### src/rtl/nios_sram_arbiter.sv
// SRAM access controller shared by the Nios Avalon-MM slave port and a req/ack stream port.
// Each access runs IDLE -> SETUP -> ACCESS (WAIT_CYCLES clocks) -> DONE with registered pin outputs.
module nios_sram_arbiter #(
  parameter int ADDR_W      = 11,
  parameter int DATA_W      = 16,
  parameter int WAIT_CYCLES = 2
) (
  input  logic              clk,
  input  logic              reset_n,
  input  logic [ADDR_W-1:0] avs_address,
  input  logic              avs_chipselect,
  input  logic              avs_read,
  input  logic              avs_write,
  input  logic [DATA_W-1:0] avs_writedata,
  output logic [DATA_W-1:0] avs_readdata,
  output logic              avs_waitrequest,
  input  logic              str_req,
  input  logic              str_we,
  input  logic [ADDR_W-1:0] str_addr,
  input  logic [DATA_W-1:0] str_wdata,
  output logic              str_ack,
  output logic [DATA_W-1:0] str_rdata,
  output logic [ADDR_W-1:0] sram_addr,
  output logic [DATA_W-1:0] sram_dq_out,
  output logic              sram_dq_oe,
  input  logic [DATA_W-1:0] sram_dq_in,
  output logic              sram_ce_n,
  output logic              sram_oe_n,
  output logic              sram_we_n
);

  localparam int WAIT_EFF = (WAIT_CYCLES < 1) ? 1 : WAIT_CYCLES;
  localparam int CNT_W    = (WAIT_EFF < 2) ? 1 : $clog2(WAIT_EFF);
  localparam logic [CNT_W-1:0] CNT_LOAD = CNT_W'(WAIT_EFF - 1);
  localparam logic GRANT_HOST   = 1'b0;
  localparam logic GRANT_STREAM = 1'b1;

  typedef enum logic [1:0] {IDLE, SETUP, ACCESS, DONE} state_t;

  state_t            state_q;
  logic              grant_q;
  logic              last_grant_q;
  logic              we_q;
  logic [CNT_W-1:0]  cnt_q;
  logic [ADDR_W-1:0] sram_addr_q;
  logic [DATA_W-1:0] sram_dq_out_q;
  logic              sram_dq_oe_q;
  logic              sram_ce_n_q;
  logic              sram_oe_n_q;
  logic              sram_we_n_q;
  logic              str_ack_q;
  logic [DATA_W-1:0] str_rdata_q;
  logic [DATA_W-1:0] avs_readdata_q;

  logic              hreq;
  logic              host_wins;
  logic              grant_d;
  logic              we_d;
  logic [ADDR_W-1:0] addr_d;
  logic [DATA_W-1:0] wdata_d;

  assign hreq = avs_chipselect & (avs_read | avs_write);

  // On a tie the requester that did not win last time gets the SRAM.
  assign host_wins = hreq & (~str_req | (last_grant_q == GRANT_STREAM));

  always_comb begin
    grant_d = host_wins ? GRANT_HOST : GRANT_STREAM;
    we_d    = host_wins ? avs_write : str_we;
    addr_d  = host_wins ? avs_address : str_addr;
    wdata_d = host_wins ? avs_writedata : str_wdata;
  end

  always_ff @(posedge clk) begin
    if (!reset_n) begin
      state_q        <= IDLE;
      grant_q        <= GRANT_HOST;
      last_grant_q   <= GRANT_STREAM;
      we_q           <= 1'b0;
      cnt_q          <= '0;
      sram_addr_q    <= '0;
      sram_dq_out_q  <= '0;
      sram_dq_oe_q   <= 1'b0;
      sram_ce_n_q    <= 1'b1;
      sram_oe_n_q    <= 1'b1;
      sram_we_n_q    <= 1'b1;
      str_ack_q      <= 1'b0;
      str_rdata_q    <= '0;
      avs_readdata_q <= '0;
    end else begin
      case (state_q)
        IDLE: begin
          if (hreq || str_req) begin
            grant_q      <= grant_d;
            last_grant_q <= grant_d;
            we_q         <= we_d;
            sram_addr_q  <= addr_d;
            sram_ce_n_q  <= 1'b0;
            if (we_d) begin
              sram_dq_oe_q  <= 1'b1;
              sram_dq_out_q <= wdata_d;
            end
            state_q <= SETUP;
          end
        end
        SETUP: begin
          cnt_q       <= CNT_LOAD;
          sram_oe_n_q <= we_q;
          sram_we_n_q <= ~we_q;
          state_q     <= ACCESS;
        end
        ACCESS: begin
          if (cnt_q == '0) begin
            sram_ce_n_q <= 1'b1;
            sram_oe_n_q <= 1'b1;
            sram_we_n_q <= 1'b1;
            if (!we_q) begin
              if (grant_q == GRANT_HOST) avs_readdata_q <= sram_dq_in;
              else                       str_rdata_q    <= sram_dq_in;
            end
            str_ack_q <= (grant_q == GRANT_STREAM);
            state_q   <= DONE;
          end else begin
            cnt_q <= cnt_q - CNT_W'(1);
          end
        end
        DONE: begin
          // Write data stays driven through DONE for hold time.
          str_ack_q    <= 1'b0;
          sram_dq_oe_q <= 1'b0;
          state_q      <= IDLE;
        end
        default: state_q <= IDLE;
      endcase
    end
  end

  assign avs_waitrequest = hreq & (~reset_n | ~((state_q == DONE) && (grant_q == GRANT_HOST)));
  assign avs_readdata    = avs_readdata_q;
  assign str_ack         = str_ack_q;
  assign str_rdata       = str_rdata_q;
  assign sram_addr       = sram_addr_q;
  assign sram_dq_out     = sram_dq_out_q;
  assign sram_dq_oe      = sram_dq_oe_q;
  assign sram_ce_n       = sram_ce_n_q;
  assign sram_oe_n       = sram_oe_n_q;
  assign sram_we_n       = sram_we_n_q;

endmodule
### config.mk
export PLATFORM = sky130hd
export DESIGN_NAME = nios_sram_arbiter
export DESIGN_NICKNAME = d
export VERILOG_FILES = /design/src/rtl/nios_sram_arbiter.sv
export SDC_FILE = /design/constraint.sdc
export NUM_CORES = 1
export LEC_CHECK = 0
export ABC_AREA = 1
export CORE_MARGIN = 2
export CORE_UTILIZATION = 45
export CTS_CLUSTER_SIZE = 8
export DETAILED_ROUTE_END_ITERATION = 6
export PLACE_DENSITY_LB_ADDON = 0.08
export SLEW_MARGIN = 10
export SYNTH_ARGS = -nofsm -noshare
export SYNTH_HDL_FRONTEND = slang
export SYNTH_SLANG_ARGS = --single-unit
### constraint.sdc
create_clock -name clk -period 4.4 [get_ports clk]
set_clock_uncertainty 0.15 [all_clocks]
set_input_delay 1.32 -clock clk [delete_from_list [all_inputs] [get_ports clk]]
set_output_delay 1.32 -clock clk [all_outputs]
set_load 0.02 [all_outputs]
=== Word level (Yosys, flattened, before mapping) ===
Index checks and enable logic that the tools add are counted.

* Register bits: 70
* Input bits: 77
* Output and inout bits: 65
* Logic and storage cells: 68

* Add/subtract/negate cells: 1
* Equal/unequal tests: 6
* Muxes and demuxes: 19
* Bitwise logic cells: 12
* Reduce and logical (&&, ||, !) cells: 16

{| class="wikitable"
|+ Operator list
! operator !! count
|-
| $mux 16 || 1
|-
| $pmux 1 s2 || 6
|-
| $mux 11 || 1
|-
| $reduce_and 3->1 || 3
|-
| $mux 1 || 8
|-
| $pmux 2 s4 || 1
|-
| $reduce_and 2->1 || 4
|-
| $reduce_and 4->1 || 2
|-
| $reduce_bool 2->1 || 4
|-
| $ne 2x2->1 const B || 3
|-
| $not 1->1 || 6
|-
| $eq 2x2->1 const B || 2
|-
| $mux 2 || 2
|-
| $and 1x1->1 || 3
|-
| $or 1x1->1 || 3
|-
| $eq 2x1->1 const B || 1
|-
| $logic_not 2->1 || 1
|-
| $logic_and 1x1->1 || 1
|-
| $logic_or 1x1->1 || 1
|-
| $sub 1x1->1 const B || 1
|}

=== Longest topological paths before layout ===
* Word-level depth: 7
* Depth in mapped cells: 10
* Mapped depth without buffers: 9

=== Least setup slack after synthesis ===
No wires, ideal clock.

* Kind: input -> output
* From: input reset_n
* To: output avs_waitrequest
* Arrival time: 2.066 ns
* Required time: 2.930 ns
* Slack: 0.864 ns
* Stages on the path: 3
* Buffers on the path: 2
* Cell sequence: clkbuf_1 > clkbuf_1 > a31oi_1

* Cells in the longest elaborated chain, start to end: 3

{| class="wikitable"
|+ RTL lines
! element !! RTL line !! source
|-
| start, declared || 9 || <nowiki>input logic reset_n,</nowiki>
|-
| $not 1->1 || 138 || <nowiki>assign avs_waitrequest = hreq & (~reset_n | ~((state_q == DONE) && (grant_q == GRANT_HOST)));</nowiki>
|-
| $or 1x1->1 || 138 ||
|-
| $and 1x1->1 || 138 ||
|-
| end, declared || 16 || <nowiki>output logic avs_waitrequest,</nowiki>
|}

Every way passes these cells.

=== Worst setup path after layout ===
* From: input avs_read
* To: output avs_waitrequest

* Cells in the longest elaborated chain, start to end: 3

{| class="wikitable"
|+ RTL lines
! element !! RTL line !! source
|-
| start, declared || 12 || <nowiki>input logic avs_read,</nowiki>
|-
| $or 1x1->1 || 62 || <nowiki>assign hreq = avs_chipselect & (avs_read | avs_write);</nowiki>
|-
| $and 1x1->1 || 62 ||
|-
| $and 1x1->1 || 138 ||
|}

Every way passes these cells.

==> results.yml <==
outcome:
  status: "finished, final reports clean"
floorplanning:
  initial_core_util_pct: 46.0
  rows: 30
  ios: 142
  die_x_um: 86.8
  core-area_um2: 6720
  die_area_um2: 7540
  die_h_um: 86.8
power_and_ir_drop:
  seq_power_share_pct: 34.4
  power_frac_comb_pct: 40.5
  switching_share_pct: 35.4
  clkPwrFrac_pct: 25.1
  p_int_mw: 1.65
  power_switching_mw: 0.902
  p_leak_nw: 2.02
  power.density_nw_per_um2: 537
  ir_worst_vdd_uv: 293
finish:
  diodes: 0
  layout_common_cells: "140 x clkdlybuf4s50_1, 100 x nand2_1, 97 x nor2_1, 70 x dfxtp_1, 39 x inv_1"
  final_nets: 656
  fillers: 580
  seqCellArea_um2: 1400
  area_growth_pct: 53.5
  layout-drive-gt1-share_pct: 6.21
  layout_commonest_cell: "clkdlybuf4s50_1"
  multi_input_area_um2: 1390
worst_hold_path:
  worstHoldPathType: "register to register"
  worstHoldStart: "sram_addr[3]$_SDFFE_PN0P_"
setup_path:
  setup.worst_path.start_class: "input pin"
  startpoint: "avs_read"
  critPathCaptureType: "output pin"
  r2r-start: "state_q[0]$_SDFFE_PN0P_"
  required_ns: 2.93
  path_max_fanout: 4
  crit_type: "input pin to output pin"
  crit_arrival_ns: 2.81
sta:
  fmax_mhz: 234
  rsz0062_at_grt: "false"
  hold_viol: 0
  holdWs_ns: 0.314
  fin_crit_ns: 4.28
  drv_slew: 0
  tns_ns: 0
  max-slew-margin-rel_pct: 57.5
  fin_crit_sh_pct: 97.3
  setup_viol: 0
  worstMarginPinSlew_ns: 0.635
route:
  drt-total-wl_mm: 7.75
  drt_iter0_markers: 122
  avgRoutedWirePerCell_um: 11.7
  antenna_left: 0
  vias_per_cell: 4.74
  drtPass1Iterations: 4
  drc_errors: 0
  vias: 3128
cts:
  cts_buffers: 9
  ctsHoldBuffers: 0
  post-cts-setup-buffers: 0
  htree_levels: 3
  root_buffer: "clkbuf_8"
  cts_tree: "yes"
  clkLatencyLatePin_ns: 0.32
  clock-sinks: 70
  clkTransAtPathRegs_ns: 0.08
  post_cts_resized: 0
  clock_path_buffers: 2
placed_design:
  place_hpwl_mm: 5.68
  finalWeightedCongestion: 0.742
  io_buffers: 141
yosys:
  synth_top_area_share_pct: 45.4
  synth_area_leaders: "dfxtp_1 45%, nand2_1 12%, nor2_1 12%"
  syn_inst: 443
  synth.distinct_cells: 22
  seq_area_frac_synth_pct: 45.4
  yosys_warnings: 0
  syn_area_per_cell_um2: 6.97
  synthesis.area_um2: 3090
  post-synth-top-area-cell: "dfxtp_1"
  ys_seq_elements: 70
  synth_fp_nets: 524
grt:
  track_usage_pct: 21.0
  grt_antenna_before_repair: 0
  grt_pass1_vias: 2956
  grt_overflow: 0
  grt_max_degree: 57
  grt_pass1_wl_mm: 12.8
flow_run:
  maxCapViolCount: 0
-- Yosys cell counts, drive strengths merged --
library cell / n
nand2: 105
a21oi: 19
dfxtp: 70
nor2: 99
a31oi: 1
inv: 45
buf: 12
o211ai: 14
clkbuf: 10
ha: 4
nand4: 2
o21ai: 36
o21a: 1
nand3: 25
-- flip-flops by register name, summed over array words and instances, names as in the netlist, 2 cells and up --
register      flops
str_rdata        16
sram_addr        11
sram_dq_out      16
avs_readdata     16
state_q           2
-- logic make-up after synthesis --
group / after synthesis / synth area share (%)
buffers and inverters: 67 / 9.48
AND/OR/NAND/NOR: 231 / 30.6
adder cells (fa/ha/maj): 4 / 1.62
AO/OA/AOI/OAI: 71 / 12.9
flip-flops: 70 / 45.4
-- power by group through the flow --
stage / registers [mW] / logic, mW / clock network (mW)
floorplan: 1.06 / 0.453 / 0
global placement: 0.887 / 1.02 / 0
detailed placement: 0.891 / 1.04 / 0
CTS: 0.877 / 1.04 / 0.656
global route: 0.896 / 1.14 / 0.687
finish: 0.876 / 1.03 / 0.640
-- critical path, cell delays in order --
cell and delay (ns):
clkdlybuf4s50_1 0.51, inv_2 0.04, nand2_2 0.08, nand2_2 0.08
a31oi_1 0.15, clkdlybuf4s50_1 0.62
-- worst paths after layout --
kind	to	slack, ns	cells past startpoint
worst max-delay path	avs_waitrequest	0.12	6
worst min-delay path	sram_addr[3]$_SDFFE_PN0P_	0.31	2
worst max register to register	sram_dq_out[10]$_SDFFE_PN0P_	2.32	7
worst min register to register	sram_addr[3]$_SDFFE_PN0P_	0.31	2
-- layout make-up --
type | count | area share, %
flip-flops and latches | 70 | 29.6
repair buffers | 143 | 30.0
inverters | 45 | 3.56
clock inverters | 6 | 2.48
clock buffers | 10 | 2.90
multi-input cells | 306 | 29.4
well taps | 80 | 2.11
-- metrics by stage --
step / cell area, um^2 / power [mW] / setup WS (ns) / std cells / utilization, %
finish: 4740 / 2.55 / 0.120 / 660 / 70.6
global route: 4740 / 2.72 / 0.0481 / 660 / 70.6
CTS: 4740 / 2.57 / 0.107 / 660 / 70.6
detailed placement: 4490 / 1.93 / 0.110 / 644 / 66.8
global placement: 4490 / 1.90 / 0.134 / 644 / 66.8
floorplan: 3090 / 1.51 / 0.864 / 443 / -
-- routing by layer --
layer  global-route usage [%]  wire length [um]
met4                     6.96                85
met2                     38.1              3820
met1                     23.4              3300
met3                     6.00               542
met5                        0                 0
Power figures use the tool's default switching activity.
